==> src/rtl/axi_dw_upsizer.sv <==
// AXI4 data-width upsizer: each narrow beat is forwarded as one narrow-sized beat on the wide bus,
// with W steered into and R extracted from the byte lanes selected by the running beat address.
package axi_dw_upsizer_pkg;
  typedef struct packed {
    logic [3:0]  id;
    logic [63:0] addr;
    logic [7:0]  len;
    logic [2:0]  size;
    logic [1:0]  burst;
    logic        lock;
    logic [3:0]  cache;
    logic [2:0]  prot;
    logic [3:0]  qos;
    logic [3:0]  region;
    logic [7:0]  user;
  } aw_chan_t;
  typedef aw_chan_t ar_chan_t;
  typedef struct packed {
    logic [3:0] id;
    logic [1:0] resp;
    logic [7:0] user;
  } b_chan_t;
  typedef struct packed {
    logic [31:0] data;
    logic [3:0]  strb;
    logic        last;
    logic [7:0]  user;
  } slv_w_chan_t;
  typedef struct packed {
    logic [255:0] data;
    logic [31:0]  strb;
    logic         last;
    logic [7:0]   user;
  } mst_w_chan_t;
  typedef struct packed {
    logic [3:0]  id;
    logic [31:0] data;
    logic [1:0]  resp;
    logic        last;
    logic [7:0]  user;
  } slv_r_chan_t;
  typedef struct packed {
    logic [3:0]   id;
    logic [255:0] data;
    logic [1:0]   resp;
    logic         last;
    logic [7:0]   user;
  } mst_r_chan_t;
endpackage

module axi_dw_upsizer #(
  parameter int unsigned AddrWidth    = 64,
  parameter int unsigned IdWidth      = 4,
  parameter int unsigned SlvDataWidth = 32,
  parameter int unsigned MstDataWidth = 256,
  parameter int unsigned UserWidth    = 8,
  parameter type aw_chan_t    = axi_dw_upsizer_pkg::aw_chan_t,
  parameter type ar_chan_t    = axi_dw_upsizer_pkg::ar_chan_t,
  parameter type b_chan_t     = axi_dw_upsizer_pkg::b_chan_t,
  parameter type slv_w_chan_t = axi_dw_upsizer_pkg::slv_w_chan_t,
  parameter type mst_w_chan_t = axi_dw_upsizer_pkg::mst_w_chan_t,
  parameter type slv_r_chan_t = axi_dw_upsizer_pkg::slv_r_chan_t,
  parameter type mst_r_chan_t = axi_dw_upsizer_pkg::mst_r_chan_t
) (
  input  logic        clk_i,
  input  logic        rst_i,
  input  aw_chan_t    slv_aw_i,
  input  logic        slv_aw_valid_i,
  output logic        slv_aw_ready_o,
  input  slv_w_chan_t slv_w_i,
  input  logic        slv_w_valid_i,
  output logic        slv_w_ready_o,
  output b_chan_t     slv_b_o,
  output logic        slv_b_valid_o,
  input  logic        slv_b_ready_i,
  input  ar_chan_t    slv_ar_i,
  input  logic        slv_ar_valid_i,
  output logic        slv_ar_ready_o,
  output slv_r_chan_t slv_r_o,
  output logic        slv_r_valid_o,
  input  logic        slv_r_ready_i,
  output aw_chan_t    mst_aw_o,
  output logic        mst_aw_valid_o,
  input  logic        mst_aw_ready_i,
  output mst_w_chan_t mst_w_o,
  output logic        mst_w_valid_o,
  input  logic        mst_w_ready_i,
  input  b_chan_t     mst_b_i,
  input  logic        mst_b_valid_i,
  output logic        mst_b_ready_o,
  output ar_chan_t    mst_ar_o,
  output logic        mst_ar_valid_o,
  input  logic        mst_ar_ready_i,
  input  mst_r_chan_t mst_r_i,
  input  logic        mst_r_valid_i,
  output logic        mst_r_ready_o
);

  localparam int unsigned SB        = SlvDataWidth / 8;
  localparam int unsigned MB        = MstDataWidth / 8;
  localparam int unsigned Ratio     = MstDataWidth / SlvDataWidth;
  localparam int unsigned LaneLsb   = $clog2(SB);
  localparam int unsigned LaneWidth = $clog2(Ratio);

  typedef enum logic [1:0] {StIdle, StAddr, StData, StDrain} state_e;

  state_e               wr_state_q, wr_state_d, rd_state_q, rd_state_d;
  aw_chan_t             aw_q, aw_d;
  ar_chan_t             ar_q, ar_d;
  logic [AddrWidth-1:0] waddr_q, waddr_d, raddr_q, raddr_d;
  logic                 w_pass, w_hs, w_last_hs, r_pass, r_hs, r_last_hs;
  logic [LaneWidth-1:0] w_lane, r_lane;

  // Window mask for WRAP is (len+1)*2^size - 1; the burst is assumed aligned to 2^size.
  function automatic logic [AddrWidth-1:0] next_addr(input logic [AddrWidth-1:0] addr,
                                                     input logic [7:0] len,
                                                     input logic [2:0] size,
                                                     input logic [1:0] burst);
    logic [AddrWidth-1:0] incr, nxt, wrap_mask;
    incr      = AddrWidth'(1) << size;
    nxt       = (addr & ~(incr - AddrWidth'(1))) + incr;
    wrap_mask = ((AddrWidth'(len) + AddrWidth'(1)) << size) - AddrWidth'(1);
    case (burst)
      2'b00:   next_addr = addr;
      2'b10:   next_addr = (addr & ~wrap_mask) | (nxt & wrap_mask);
      default: next_addr = nxt;
    endcase
  endfunction

  // W is blocked in drain so the next burst's data cannot use a stale beat address.
  assign w_pass    = (wr_state_q == StAddr) || (wr_state_q == StData);
  assign w_hs      = w_pass && slv_w_valid_i && mst_w_ready_i;
  assign w_last_hs = w_hs && slv_w_i.last;
  assign r_pass    = (rd_state_q == StAddr) || (rd_state_q == StData);
  assign r_hs      = r_pass && mst_r_valid_i && slv_r_ready_i;
  assign r_last_hs = r_hs && mst_r_i.last;
  assign w_lane    = waddr_q[LaneLsb +: LaneWidth];
  assign r_lane    = raddr_q[LaneLsb +: LaneWidth];

  always_comb begin
    wr_state_d     = wr_state_q;
    aw_d           = aw_q;
    waddr_d        = waddr_q;
    slv_aw_ready_o = 1'b0;
    mst_aw_valid_o = 1'b0;
    unique case (wr_state_q)
      StIdle: begin
        slv_aw_ready_o = 1'b1;
        if (slv_aw_valid_i) begin
          aw_d       = slv_aw_i;
          waddr_d    = slv_aw_i.addr;
          wr_state_d = StAddr;
        end
      end
      StAddr: begin
        mst_aw_valid_o = 1'b1;
        if (mst_aw_ready_i) wr_state_d = w_last_hs ? StIdle : StData;
        else if (w_last_hs) wr_state_d = StDrain;
      end
      StData:  if (w_last_hs) wr_state_d = StIdle;
      StDrain: begin
        mst_aw_valid_o = 1'b1;
        if (mst_aw_ready_i) wr_state_d = StIdle;
      end
      default: wr_state_d = StIdle;
    endcase
    if (w_hs) waddr_d = next_addr(waddr_q, aw_q.len, aw_q.size, aw_q.burst);
  end

  always_comb begin
    rd_state_d     = rd_state_q;
    ar_d           = ar_q;
    raddr_d        = raddr_q;
    slv_ar_ready_o = 1'b0;
    mst_ar_valid_o = 1'b0;
    unique case (rd_state_q)
      StIdle: begin
        slv_ar_ready_o = 1'b1;
        if (slv_ar_valid_i) begin
          ar_d       = slv_ar_i;
          raddr_d    = slv_ar_i.addr;
          rd_state_d = StAddr;
        end
      end
      StAddr: begin
        mst_ar_valid_o = 1'b1;
        if (mst_ar_ready_i) rd_state_d = r_last_hs ? StIdle : StData;
        else if (r_last_hs) rd_state_d = StDrain;
      end
      StData:  if (r_last_hs) rd_state_d = StIdle;
      StDrain: begin
        mst_ar_valid_o = 1'b1;
        if (mst_ar_ready_i) rd_state_d = StIdle;
      end
      default: rd_state_d = StIdle;
    endcase
    if (r_hs) raddr_d = next_addr(raddr_q, ar_q.len, ar_q.size, ar_q.burst);
  end

  always_comb begin
    mst_w_o       = '0;
    mst_w_o.data  = {Ratio{slv_w_i.data}};
    mst_w_o.strb  = {{(MB - SB){1'b0}}, slv_w_i.strb} << (w_lane * SB);
    mst_w_o.last  = slv_w_i.last;
    mst_w_o.user  = slv_w_i.user;
    mst_w_valid_o = w_pass && slv_w_valid_i;
    slv_w_ready_o = w_pass && mst_w_ready_i;

    slv_r_o       = '0;
    slv_r_o.id    = IdWidth'(mst_r_i.id);
    slv_r_o.data  = mst_r_i.data[r_lane * SlvDataWidth +: SlvDataWidth];
    slv_r_o.resp  = mst_r_i.resp;
    slv_r_o.last  = mst_r_i.last;
    slv_r_o.user  = UserWidth'(mst_r_i.user);
    slv_r_valid_o = r_pass && mst_r_valid_i;
    mst_r_ready_o = r_pass && slv_r_ready_i;
  end

  assign slv_b_o       = mst_b_i;
  assign slv_b_valid_o = mst_b_valid_i;
  assign mst_b_ready_o = slv_b_ready_i;
  assign mst_aw_o      = aw_q;
  assign mst_ar_o      = ar_q;

  always_ff @(posedge clk_i) begin
    if (rst_i) begin
      wr_state_q <= StIdle;
      rd_state_q <= StIdle;
      aw_q       <= '0;
      ar_q       <= '0;
      waddr_q    <= '0;
      raddr_q    <= '0;
    end else begin
      wr_state_q <= wr_state_d;
      rd_state_q <= rd_state_d;
      aw_q       <= aw_d;
      ar_q       <= ar_d;
      waddr_q    <= waddr_d;
      raddr_q    <= raddr_d;
    end
  end

endmodule

==> config.mk <==
export PLATFORM = sky130hd
export DESIGN_NAME = axi_dw_upsizer
export DESIGN_NICKNAME = d
export VERILOG_FILES = /design/src/rtl/axi_dw_upsizer.sv
export SDC_FILE = /design/constraint.sdc
export NUM_CORES = 1
export LEC_CHECK = 0
export BUFFER_PORTS_ARGS = -buffer_cell sky130_fd_sc_hd__buf_2
export CAP_MARGIN = 20
export CELL_PAD_IN_SITES_DETAIL_PLACEMENT = 2
export CELL_PAD_IN_SITES_GLOBAL_PLACEMENT = 2
export CORE_AREA = 2 2 446 448
export CTS_CLUSTER_SIZE = 28
export DETAILED_ROUTE_END_ITERATION = 12
export DIE_AREA = 0 0 448 450
export PLACE_DENSITY = 0.45
export SLEW_MARGIN = 15
export SYNTH_ARGS = -nofsm -noshare
export SYNTH_HDL_FRONTEND = slang
export SYNTH_SLANG_ARGS = --single-unit
export TNS_END_PERCENT = 50
==> constraint.sdc <==
create_clock -name clk_i -period 4.9 [get_ports clk_i]
set_input_delay 0.49 -clock clk_i [delete_from_list [all_inputs] [get_ports clk_i]]
set_output_delay 0.49 -clock clk_i [all_outputs]
set_load 0.1 [all_outputs]
After elaboration in Yosys (flattened, before gate mapping)

Cells that the tools add are included.

$add $sub $neg: 8
Equality and inequality tests: 18
Shift-type cells: 6
Muxes and demuxes: 26
Bitwise gates (word level): 12
Reductions and logical operators: 26

Operators with widths:

| kind                                                | count |
|---|---|
| bitwise AND 64 bit                                  | 6 |
| two-way mux 64 bit                                  | 6 |
| inverter 64 bit                                     | 4 |
| one-hot mux 64 bit (2 select lines)                 | 2 |
| indexed part select 256 x 9 -> 32 bit               | 1 |
| subtractor 64 x 1 -> 64 bit, second input constant  | 4 |
| adder 64 bit                                        | 2 |
| OR 64 bit                                           | 2 |
| << shifter 1 x 3 -> 64 bit, first input constant    | 2 |
| << shifter 9 x 3 -> 64 bit                          | 2 |
| << shifter 4 x 5 -> 32 bit                          | 1 |
| two-way mux 2 bit                                   | 12 |
| adder 8 x 1 -> 9 bit, second input constant         | 2 |
| != test 2 bit, second input constant                | 8 |
| one-hot mux 2 bit (4 select lines)                  | 2 |
| equality test 2 bit, second input constant          | 6 |
| logical AND 1 bit                                   | 8 |
| logical NOT 2 bit                                   | 4 |
| AND reduction 4 bit                                 | 2 |
| nonzero test 2 bit                                  | 4 |
| != test 3 bit, second input constant                | 2 |
| AND reduction 3 bit                                 | 2 |
| equality test 2 x 1 -> 1 bit, second input constant | 2 |
| two-way mux 1 bit                                   | 4 |
| other kinds (3)                                     | 6 |

Register bits after elaboration: 342
Logic and storage cells: 122

Depth between registers and ports, before layout

Depth after elaboration: 9
Mapped depth: 13
Gate-level depth less buffers: 13

Worst setup path before layout

OpenSTA, ideal clock, no wires.

Path kind: register to register
From: register ar_q, in the netlist mst_ar_o[26]
To: register (tool-made name)
Setup time: 0.065 ns
Data arrival time: 2.815 ns
Data required time: 4.835 ns
Slack: 2.020 ns
Cell stages (with the launch flop): 11
Buffers on the path: 1
Period minus slack after synthesis: 2.880 ns
Path through: dfxtp_1 buf_4 inv_1 nand2_1 ha_1 mux2_2 a32o_1 and3_1 o41ai_1 mux2i_1 nor2_1

RTL lines:

| item                   | RTL line | RTL |
|---|---|---|
| from (decl)            | 109      | `ar_chan_t ar_q, ar_d;` |
| from (signal assigned) | 237      | `ar_q <= ar_d;` |

==> flow_metrics.py <==
metrics = {
    "drt": {
        "drc": 0,
        "dr_total_vias": 13200,
        "drt.antenna.violating_nets": 0,
        "avgViaCountPerCell": 2.79,
        "drt_iter0_markers": 483,
        "wl_per_cell_um": 19.3,
        "drt_pass1_iterations": 4,
        "routed_wl_um": 91300,
    },
    "die": {
        "die_w_um": 448,
        "die_area_mm2": 0.202,
        "rows": 163,
        "start_util": 0.0681,
        "core_mm2": 0.197,
        "dieHeight_um": 450,
        "ioPinCount": 1130,
    },
    "cells_and_area": {
        "drive_gt1_frac": 0.451,
        "syn2layout_area_growth_pct": 42.9,
        "utilization": 0.0974,
        "nNetsFinal": 2635,
        "num-fill-cells": 23500,
        "most-common-layout-cells": "buf_2 (764), nand2_1 (458), a21oi_1 (232), dfxtp_1 (221), mux4_2 (64)",
        "final_common_cell": "buf_2",
    },
    "critical_path": {
        "critical_path_required_ns": 4.41,
        "cp.arrival_ns": 3.03,
        "criticalPathCategory": "flop to output port",
        "worstSetupStartpointType": "flop",
        "crit_path_end_kind": "output port",
        "worstPathMaxFanout": 33,
    },
    "synthesis": {
        "syn_nets": 2223,
        "synthArstFlopShare": 0,
        "synthSimpleGateAreaFrac": 0.173,
        "yosys.area_share.xor_xnor": 0.0123,
        "synth_top_cell_by_area": "dfxtp_1",
        "synth-adder-area-share": 0.0157,
        "ys_seq_elements": 224,
        "synth_top_family_by_area": "buffers and inverters",
        "netlist_top_cells_area": "dfxtp_1 (33%), buf_4 (17%), nand2_1 (13%), mux4_2 (11%), a21oi_1 (8.7%)",
        "synth_area_per_cell_um2": 8.10,
        "syn-cell-area_mm2": 0.0134,
        "muxShareOfSynthArea": 0.140,
        "yosys_warnings": 0,
        "ys_seq_area_frac": 0.335,
        "netlist_instances": 1655,
        "synth_edf_count": 0,
        "yosysTopAreaCellShare": 0.335,
        "synth.distinct_cells": 56,
        "synth_compound_gate_area_share": 0.123,
        "yosys_most_used_dff": "dfxtp_1",
    },
    "clock_tree": {
        "clkTransAtPathRegs_ns": 0.06,
        "cts.sinks": 224,
        "hold_buffers": 0,
        "cts_buffers": 34,
        "htreeDepth": 2,
        "tritoncts": "done",
        "clock_latency_ns": 0.56,
        "post_cts_resized": 0,
        "cts.path.max_buffers": 3,
        "root_buffer": "clkbuf_16",
        "cts_setup_buffers": 0,
    },
    "sta": {
        "max_slew.worst_pin.slew_ns": 0.994,
        "final_max_slew_viol_count": 0,
        "max_freq_mhz": 284,
        "fin_skew_ns": 0.0212,
        "timing.final.ws_setup_ns": 1.38,
        "final.setup.tns_ns": 0,
        "rsz0062_at_grt": "no",
        "max_slew_margin": 0.337,
        "finalHoldViolations": 0,
        "setup_viol": 0,
        "min_period_ns": 3.52,
        "period_share": 0.719,
    },
    "grt": {
        "grt-ovfl-total": 0,
        "grt_first_pass_wirelength_um": 119000,
        "grt_util_all_layers": 0.0853,
        "grt_pass1_vias": 13900,
        "antenna_found_initial": 22,
        "grt_max_degree": 109,
    },
    "power": {
        "peakVddDrop_v": 0.000173,
        "power.leakage_nw": 7.75,
        "p_per_area_mw_per_mm2": 529,
    },
    "run_status": {
        "outcome": "finished clean",
    },
    "placement": {
        "portBuffers": 765,
        "gp_congestion": 0.798,
        "dp_hpwl_um": 75400,
        "post-place-ws_ns": 1.91,
    },
    "hold_path": {
        "hp-class": "input port to flop",
    },
    "job": {
        "cap_violations": 0,
    },
}
==> metal layers <==
layer | up-vias | wire [um] | GRT usage
met4 | 18 | 4090 | 0.0379
met2 | 623 | 47900 | 0.158
met3 | 150 | 10700 | 0.0434
met5 | - | 210 | 0.00433
li1 | 6058 | - | -
met1 | 6354 | 28400 | 0.0760
==> state kept, by name, summed over array words and instances, names as in the netlist, named ones only <==
| name | cells |
|---|---|
| wr_state_q | 2 |
| mst_ar_o | 105 |
| rd_state_q | 2 |
| mst_aw_o | 105 |
==> cell usage after synthesis, drive strengths merged, types with 4 or more instances <==
library cell	count
or2	5
o21ai	22
nor3	7
a31oi	4
nand3	9
dfxtp	224
and3	4
nand2	460
nand2b	16
o211ai	6
mux2	33
a21oi	232
inv	18
nor2b	6
buf	324
mux4	64
mux2i	6
xnor2	11
and2	7
clkbuf	77
xor2	7
nor2	55
ha	16
==> worst paths after layout <==
kind,start,to,slack (ns),cells past startpoint
max,flop,slv_r_o[35],1.38,4
min,slv_ar_i[18],mst_ar_o[18],0.15,3
max reg2reg,mst_aw_o[27],flop,2.11,11
min reg2reg,mst_aw_o[83],mst_aw_o[83],0.45,2
==> where the power goes <==
group	internal (mW)	leakage, nW	switching [mW]
registers	2.09	1.84	0.262
clock network	1.39	0.507	1.00
logic	1.08	5.40	4.28
==> cell type report <==
class | instances | area (um2) | share of cell area
diodes | 3 | 7.51 | 0.000392
clock buffers | 47 | 981 | 0.0513
clock inverters | 7 | 56.3 | 0.00294
inverters | 18 | 67.6 | 0.00353
multi-input cells | 1012 | 6240 | 0.326
flip-flops and latches | 224 | 4490 | 0.235
well taps | 2640 | 3300 | 0.173
repair buffers | 777 | 3990 | 0.208
==> per-stage QoR <==
stage                     power (mW)  instances  area, um2  hold slack [ns]
after floorplan                 7.58       1655      13400            0.465
after global placement          7.86       4670      18100            0.440
after detailed placement        7.90       4671      18100            0.447
after CTS                       10.4       4725      19100           0.0810
after global routing            10.7       4728      19100            0.112
final                           10.1       4728      19100            0.155
==> critical path: stages, from the launching register on <==
cell and delay (ns):
dfxtp_4 0.77, buf_12 0.31, mux4_2 0.52, mux2_2 0.39, buf_2 0.33
==> logic make-up after synthesis <==
| family | count (synthesis) |
|---|---|
| AOI/OAI and AO/OA | 297 |
| xor gates and xnor gates | 18 |
| adders and majority gates | 17 |
| buffers and inverters | 419 |
| DFF | 224 |
| muxes | 103 |
| and+or+nand+nor | 577 |
(Power assumes the default switching activity.)
